File: src/rtl/regfile_mp_pkg.sv
// Shared register-file constants: architectural register indices and reset values.
// Imported by regfile_mp and regfile_scoreboard.
package regfile_mp_pkg;

    localparam int REG_ZERO   = 0;
    localparam int REG_GP     = 28;
    localparam int REG_SP     = 29;
    localparam int REG_ST     = 30;
    localparam int ST_OVF_BIT = 0;

    localparam logic [31:0] GP_INIT_DEF = 32'h0000_1800;
    localparam logic [31:0] SP_INIT_DEF = 32'h0000_2ffc;

endpackage

File: src/rtl/regfile_scoreboard.sv
// Pending-write scoreboard: one bit per register, set on reserve, cleared on write.
// Optional second clear port when REGFILE_WR2_EN is defined.
module regfile_scoreboard
    import regfile_mp_pkg::*;
#(
    parameter int AW  = 5,
    parameter int NRD = 2
) (
    input  logic              clk,
    input  logic              rst,
    input  logic              set_en,
    input  logic [AW-1:0]     set_addr,
    input  logic              clr_en,
    input  logic [AW-1:0]     clr_addr,
`ifdef REGFILE_WR2_EN
    input  logic              clr2_en,
    input  logic [AW-1:0]     clr2_addr,
`endif
    input  logic [NRD*AW-1:0] lk_addr,
    output logic [NRD-1:0]    lk_busy
);

    localparam int DEPTH = 1 << AW;

    logic [DEPTH-1:0] pending;

    // Set is applied last so a same-cycle reservation outlives the write it races.
    always_ff @(posedge clk) begin
        if (!rst) begin
            pending <= '0;
        end else begin
            if (clr_en)
                pending[clr_addr] <= 1'b0;
`ifdef REGFILE_WR2_EN
            if (clr2_en)
                pending[clr2_addr] <= 1'b0;
`endif
            if (set_en)
                pending[set_addr] <= 1'b1;
        end
    end

    always_comb begin
        lk_busy = '0;
        for (int k = 0; k < NRD; k++)
            lk_busy[k] = pending[lk_addr[k*AW +: AW]];
    end

endmodule

File: src/rtl/regfile_mp.sv
// Multi-port integer register file with write-through bypass, overflow status and scoreboard.
// Define REGFILE_WR2_EN to add a second (unchecked) write port.
module regfile_mp
    import regfile_mp_pkg::*;
#(
    parameter int          DW      = 32,
    parameter int          AW      = 5,
    parameter int          NRD     = 2,
    parameter logic [31:0] GP_INIT = GP_INIT_DEF,
    parameter logic [31:0] SP_INIT = SP_INIT_DEF,
    parameter int          ST_REG  = REG_ST
) (
    input  logic              clk,
    input  logic              rst,
    input  logic [NRD*AW-1:0] rd_addr,
    output logic [NRD*DW-1:0] rd_data,
    output logic [NRD-1:0]    rd_busy,
    input  logic              we,
    input  logic [AW-1:0]     wr_addr,
    input  logic [DW-1:0]     wr_data,
    input  logic              of_control,
    input  logic              overflow_flag,
    input  logic              rsv_en,
    input  logic [AW-1:0]     rsv_addr,
    output logic              ovf_err
`ifdef REGFILE_WR2_EN
    ,
    input  logic              we2,
    input  logic [AW-1:0]     wr2_addr,
    input  logic [DW-1:0]     wr2_data
`endif
);

    localparam int            DEPTH = 1 << AW;
    localparam logic [AW-1:0] ZERO_A = AW'(REG_ZERO);
    localparam logic [AW-1:0] GP_A   = AW'(REG_GP);
    localparam logic [AW-1:0] SP_A   = AW'(REG_SP);
    localparam logic [AW-1:0] ST_A   = AW'(ST_REG);

    logic [DW-1:0] mem [DEPTH];
    logic          suppress;
    logic          wr_ok;
    logic          rsv_ok;
    logic [NRD-1:0] pend_busy;

    assign suppress = of_control && overflow_flag;
    assign wr_ok    = we && (wr_addr != ZERO_A) && !suppress;
    assign rsv_ok   = rsv_en && (rsv_addr != ZERO_A);

`ifdef REGFILE_WR2_EN
    logic wr2_ok;
    assign wr2_ok = we2 && (wr2_addr != ZERO_A);
`endif

    regfile_scoreboard #(
        .AW  (AW),
        .NRD (NRD)
    ) u_scoreboard (
        .clk      (clk),
        .rst      (rst),
        .set_en   (rsv_ok),
        .set_addr (rsv_addr),
        .clr_en   (wr_ok),
        .clr_addr (wr_addr),
`ifdef REGFILE_WR2_EN
        .clr2_en  (wr2_ok),
        .clr2_addr(wr2_addr),
`endif
        .lk_addr  (rd_addr),
        .lk_busy  (pend_busy)
    );

    // Port 1 bypass is checked before port 2 so it matches the write priority below.
    always_comb begin
        rd_data = '0;
        rd_busy = '0;
        for (int k = 0; k < NRD; k++) begin
            if (rd_addr[k*AW +: AW] == ZERO_A) begin
                rd_data[k*DW +: DW] = '0;
                rd_busy[k]          = 1'b0;
            end else if (wr_ok && (wr_addr == rd_addr[k*AW +: AW])) begin
                rd_data[k*DW +: DW] = wr_data;
                rd_busy[k]          = 1'b0;
`ifdef REGFILE_WR2_EN
            end else if (wr2_ok && (wr2_addr == rd_addr[k*AW +: AW])) begin
                rd_data[k*DW +: DW] = wr2_data;
                rd_busy[k]          = 1'b0;
`endif
            end else begin
                rd_data[k*DW +: DW] = mem[rd_addr[k*AW +: AW]];
                rd_busy[k]          = pend_busy[k];
            end
        end
    end

    // Later assignments win: status bit, then port 2, then port 1.
    always_ff @(posedge clk) begin
        if (!rst) begin
            for (int i = 0; i < DEPTH; i++)
                mem[i] <= '0;
            mem[GP_A] <= DW'(GP_INIT);
            mem[SP_A] <= DW'(SP_INIT);
            ovf_err   <= 1'b0;
        end else begin
            if (of_control && (wr_addr != ZERO_A))
                mem[ST_A][ST_OVF_BIT] <= overflow_flag;
`ifdef REGFILE_WR2_EN
            if (wr2_ok)
                mem[wr2_addr] <= wr2_data;
`endif
            if (wr_ok)
                mem[wr_addr] <= wr_data;
            ovf_err <= suppress && we && (wr_addr != ZERO_A);
        end
    end

endmodule

File: config.mk
export PLATFORM = sky130hd
export DESIGN_NAME = regfile_mp
export DESIGN_NICKNAME = d
export VERILOG_FILES = /design/src/rtl/regfile_mp_pkg.sv /design/src/rtl/regfile_scoreboard.sv /design/src/rtl/regfile_mp.sv
export SDC_FILE = /design/constraint.sdc
export NUM_CORES = 2
export LEC_CHECK = 0
export CORE_MARGIN = 2
export CORE_UTILIZATION = 40
export DETAILED_ROUTE_END_ITERATION = 16
export HOLD_SLACK_MARGIN = 0.12
export SLEW_MARGIN = 20
export SYNTH_ARGS = -nofsm -noshare
export SYNTH_HDL_FRONTEND = slang
export SYNTH_SLANG_ARGS = --single-unit
File: constraint.sdc
create_clock -name clk -period 9.1 [get_ports clk]
set_input_delay 1.82 -clock clk [delete_from_list [all_inputs] [get_ports clk]]
set_output_delay 1.82 -clock clk [all_outputs]
set_load 0.01 [all_outputs]
# Word-level counts from Yosys, hierarchy flattened
# Memory sizes are Yosys's and may differ from the RTL's.
# Cells that the tools add are included.
# word_totals
ff_bits	33
ramBits	1024
in_bits	58
output_inout_bits	67
memories	1
# op_classes
n_lt_le_gt_ge	6
n_eq_ne	3
muxes	32
bitwise_logic	12
n_reduce_logical	17
# mem_list
name	depth	word_bits	read_ports	rd_ports_with_merged_regs	wr	line	rtl
mem	32	32	2	0	32	regfile_mp.sv:40	logic [DW-1:0] mem [DEPTH];
# op_table
op	n
2-to-1 mux 32 bit	10
bitwise AND 32 bit	1
NOT 32 bit	1
OR 32 bit	1
OR reduction 32 bit	1
< comparator 5 x 6 -> 1 bit, second input constant	4
2-to-1 mux 1 bit	17
logical AND 1 bit	11
binary-select mux 1 bit (select 5 bit)	2
demux 1 bit (select 5 bit)	2
equality test 5 bit	2
>= comparator 5 x 1 -> 1 bit, second input constant	2
logical NOT 5 bit	2
nonzero test 5 bit	2
equality test 5 bit, first input constant	1
2-to-1 mux 5 bit	1
bitwise AND 1 bit	4
OR 1 bit	3
NOT 1 bit	2
logical NOT 1 bit	1

# Longest topological paths before layout
# depth
word_depth	10
depth_mapped	10
mapped_depth_nobuf	5

# Modules after synthesis
# From an unflattened synthesis, not the netlist that was laid out.
# hier_totals
hier_cells	4226
hier_area_um2	57696.6
# by_module_without_submodules
module	n_inst	cells_per_inst	area_each_um2	seq_area_each_um2
regfile_mp	1	3982	55680.9	30769.5
regfile_scoreboard	1	244	2015.7	640.6

# Worst setup path after synthesis
# OpenSTA, ideal clock, no wires.
# synth_path
kind	input -> register
startpoint	input wr_addr[4]
endpoint	memory mem[19][0] (enable)
setup_time_ns	0.468
t_arrival_ns	4.959
path_slack_ns	3.673
cell_stages	4
n_path_buf	2
cell_sequence	buf_2 or3b_2 clkbuf_1 o21ai_0
# synth_lines
item	line	rtl
start, declared	regfile_mp.sv:19	input logic [AW-1:0] wr_addr,
end, declared	regfile_mp.sv:40	

# Worst setup path after layout
# layout_path
startpoint	input rd_addr[9]
endpoint	output rd_data[55]
# layout_via
elab_chain_cells	4
# layout_rtl
item	line	rtl
start, declared	regfile_mp.sv:15	input logic [NRD*AW-1:0] rd_addr,
branches (longest 3 deep; another with memory (32 x 32 bit))	-	
2-to-1 mux 32 bit *	regfile_mp.sv:78	if (rd_addr[k*AW +: AW] == ZERO_A) begin
end, declared	regfile_mp.sv:16	output logic [NRD*DW-1:0] rd_data,
# Every way passes the cells marked *.

==> results.md <==
- Status: completed
- CTS buffer count: 112
- Die area: 144700 um2
- Hold path cells: 2
- Synth Area in Simple Gates: 0.1440
- Synth warn: 0
- CTS tree: built
- Worst Setup SP: rd_addr[9]
- Final setup fails: 0
- Worst Max-Slew Pin Slew: 1.188 ns
- Via count: 37310
- Post-synthesis mux area share: 0.2070
- Maximum Capacitance Violations: 0
- Max-Slew Margin vs Limit: 0.2078
- DR WL met3: 22770 um
- WL final: 197900 um
- R2r setup slk: 8.44 ns
- Final hold viol count: 0
- Fmax: 0.1242 GHz
- # DRC: 0
- Clock Latency Late Sink: 0.73 ns
- Post-CTS resize count: 0
- Pre-antenna DRT Iters: 6
- Post-detail-place hpwl: 114800 um
- RSZ-0062 raised after global routing: false
- Worst R2R Path Depth: 2
- Reg2reg end: u_scoreboard.pending[15]
- M1 WL: 76800 um
- Worst setup SP type: input pin
- Post-DR vias/cell: 6.212
- Hold path start: u_scoreboard.pending[27]
- Critical path arrival: 6.23 ns
- Hold endpoint: u_scoreboard.pending[27]
- Largest net degree at the start of global routing: 98
- Number of global-route vias before repair: 37560
- Post-layout instance area: 63740 um2
- Maximum root-to-sink buffer count: 3
- Core ar.: 141100 um2
- Placement Cell Area: 60280 um2
- Die H: 380.4 um
- Final Cycle Share: 0.8846
- First-pass GRT wire length: 279500 um
- Root Buffer: clkbuf_16
- # rows: 138
- RR Startpoint: u_scoreboard.pending[15]
- Final Wtd Congestion: 0.9500
- Routed met2 length: 89440 um
- Starting Density: 0.4018
- Post-Syn Area: 56680 um2
- Syn Inst Count: 4014
- Top Metal Used: met5
- Yosys top cell area share: 0.5425
- Top post-synthesis cells by area: edfxtp_1 (54%), mux4_2 (16%), and2_1 (11%)
- Class of the worst hold path: flip-flop to flip-flop
- Congestion Overflow GR: 0
- Initial DRC count: 5186
- CP Capture Type: output port
- Syn-to-layout area delta: 12.46%
- Layout cells sized above 1: 0.2142
- Leakage power: 21.78 nW
- Fin crit period: 8.050 ns
- Initial antenna violation count: 15
- Crit path required time: 7.28 ns
- Kind of critical path: input pin to output port
- Postcts setup bufs: 0
- Clock net sink count: 1057
- Clk pin slew, worst setup/hold paths: 0.06 ns
- Port Buffers: 124
- Syn avg cell area: 14.12 um2
- H-tree depth: 3
- I/O pins: 125
- Synth cell types: 50
- Pwr/cell area: 183.9 nW/um2
- Setup TNS: 0 ns
- Synth Area in XOR/XNOR: 0.001545
- Final-stage net count: 4075
- Seq/Total Area, Yosys: 0.5542
- EDFF count, synth: 1024
- Compound-gate portion of the synthesized area: 0.05614
- VDD IR max: 0.0001887 V
- Post-synth ARST share: 0
- Largest family of logic cells by synthesized area: multiplexers
- Slew Viols, Final: 0
- Seq cells post-synth: 1057
- DIE WIDTH: 380.4 um
- Drt wl/cell: 32.95 um
- Post-synth top area cell: edfxtp_1
- Hold_buf cts: 0
- Adder-Cell Fraction of Synth Area: 0
- Antenna-violating nets left: 0
- Dominant synthesized flop cell: edfxtp_1
- Worst Path Max Fanout: 20
- Layout Skew: 0 ns
- Top cells by count, synth: edfxtp_1 (1024), and2_1 (982), mux4_2 (400)
- Count leader, synth: edfxtp_1
- GRT Resource Usage Total: 0.2706
==> layer usage <==
layer  track usage  vias up
met1        0.3663    19190
met3       0.06803      413
met4        0.1106        6
met5             0        -
li1              -    15420
met2        0.4165     2281
==> worst max-delay path by stage <==
stage / end / cells after the start
floorplan: mem[19][0] / 4
detailed placement: rd_data[55] / 8
global route: rd_data[55] / 8
global placement: rd_data[55] / 8
CTS: rd_data[55] / 8
finish: rd_data[55] / 8
==> cell type report <==
type                            count  area [um2]
Multi-Input combinational cell   2524       23750
Sequential cell                  1057       31410
Tap cell                         1890        2365
Antenna cell                        8       20.02
Fill cell                       12410       77330
Clock buffer                      145        2977
Inverter                           33       123.9
Clock inverter                     60       479.2
Timing Repair Buffer              289        2610
==> where the power goes <==
part	leakage, nW	switching [mW]	internal (mW)
clock network	1.70	1.98	2.47
logic	10.0	0.926	0.626
registers	10.0	0.123	5.60
total	21.8	3.03	8.69
==> worst max-delay path, stage by stage <==
cell and delay, ns:
clkdlybuf4s50_1 1.08, nand2b_2 0.85, buf_4 0.40, nor2_1 0.08
nor3_1 0.27, nor3_1 0.09, nor3_1 0.89, clkdlybuf4s50_1 0.70
==> per-stage QoR <==
stage / hold slack (ns) / instances / utilization / setup slack (ns) / power (mW)
3_3_place_gp: 0.4582 / 5793 / 0.4273 / 1.312 / 7.329
6_report: 0.4871 / 6006 / 0.4518 / 1.050 / 11.72
2_1_floorplan: 0.4362 / 4045 / - / 3.673 / 6.679
3_5_place_dp: 0.4762 / 5793 / 0.4273 / 1.308 / 7.349
5_1_grt: 0.5035 / 6002 / 0.4517 / 0.9434 / 12.03
4_1_cts: 0.4851 / 5998 / 0.4518 / 1.303 / 11.74
==> layout by cell type, fill, tap and decap left out, drive strengths merged, types with 2 or more instances in the layout <==
cell type and instances:
a211oi 7, a21oi 2, a221o 32, a221oi 63
and2 982, and3 2, buf 178, bufinv 6
clkbuf 145, clkdlybuf4s50 111, clkinv 50, conb 32
dfxtp 33, diode 8, edfxtp 1024, inv 36
mux2 66, mux2i 198, mux4 400, nand2 24
nand2b 17, nand3 41, nand3b 6, nand4 6
nor2 130, nor2b 9, nor3 132, nor3b 3
o211a 31, o211ai 33, o21ai 63, o221ai 31
o22a 31, o22ai 123, o311ai 2, or3 35
or3b 4, xnor2 4, xor2 6
==> flip-flops by register name (all words and copies together), names as in the netlist <==
signal and cells:
mem 1024, u_scoreboard.pending 32, ovf_err 1
==> kinds of logic after synthesis <==
kind of cell	after synthesis
simple gates	1395
flops	1057
mux	664
buf+inv	464
compound gates	423
xor+xnor	10
other cells	1
Note: power is estimated with default switching activity, not from simulation.
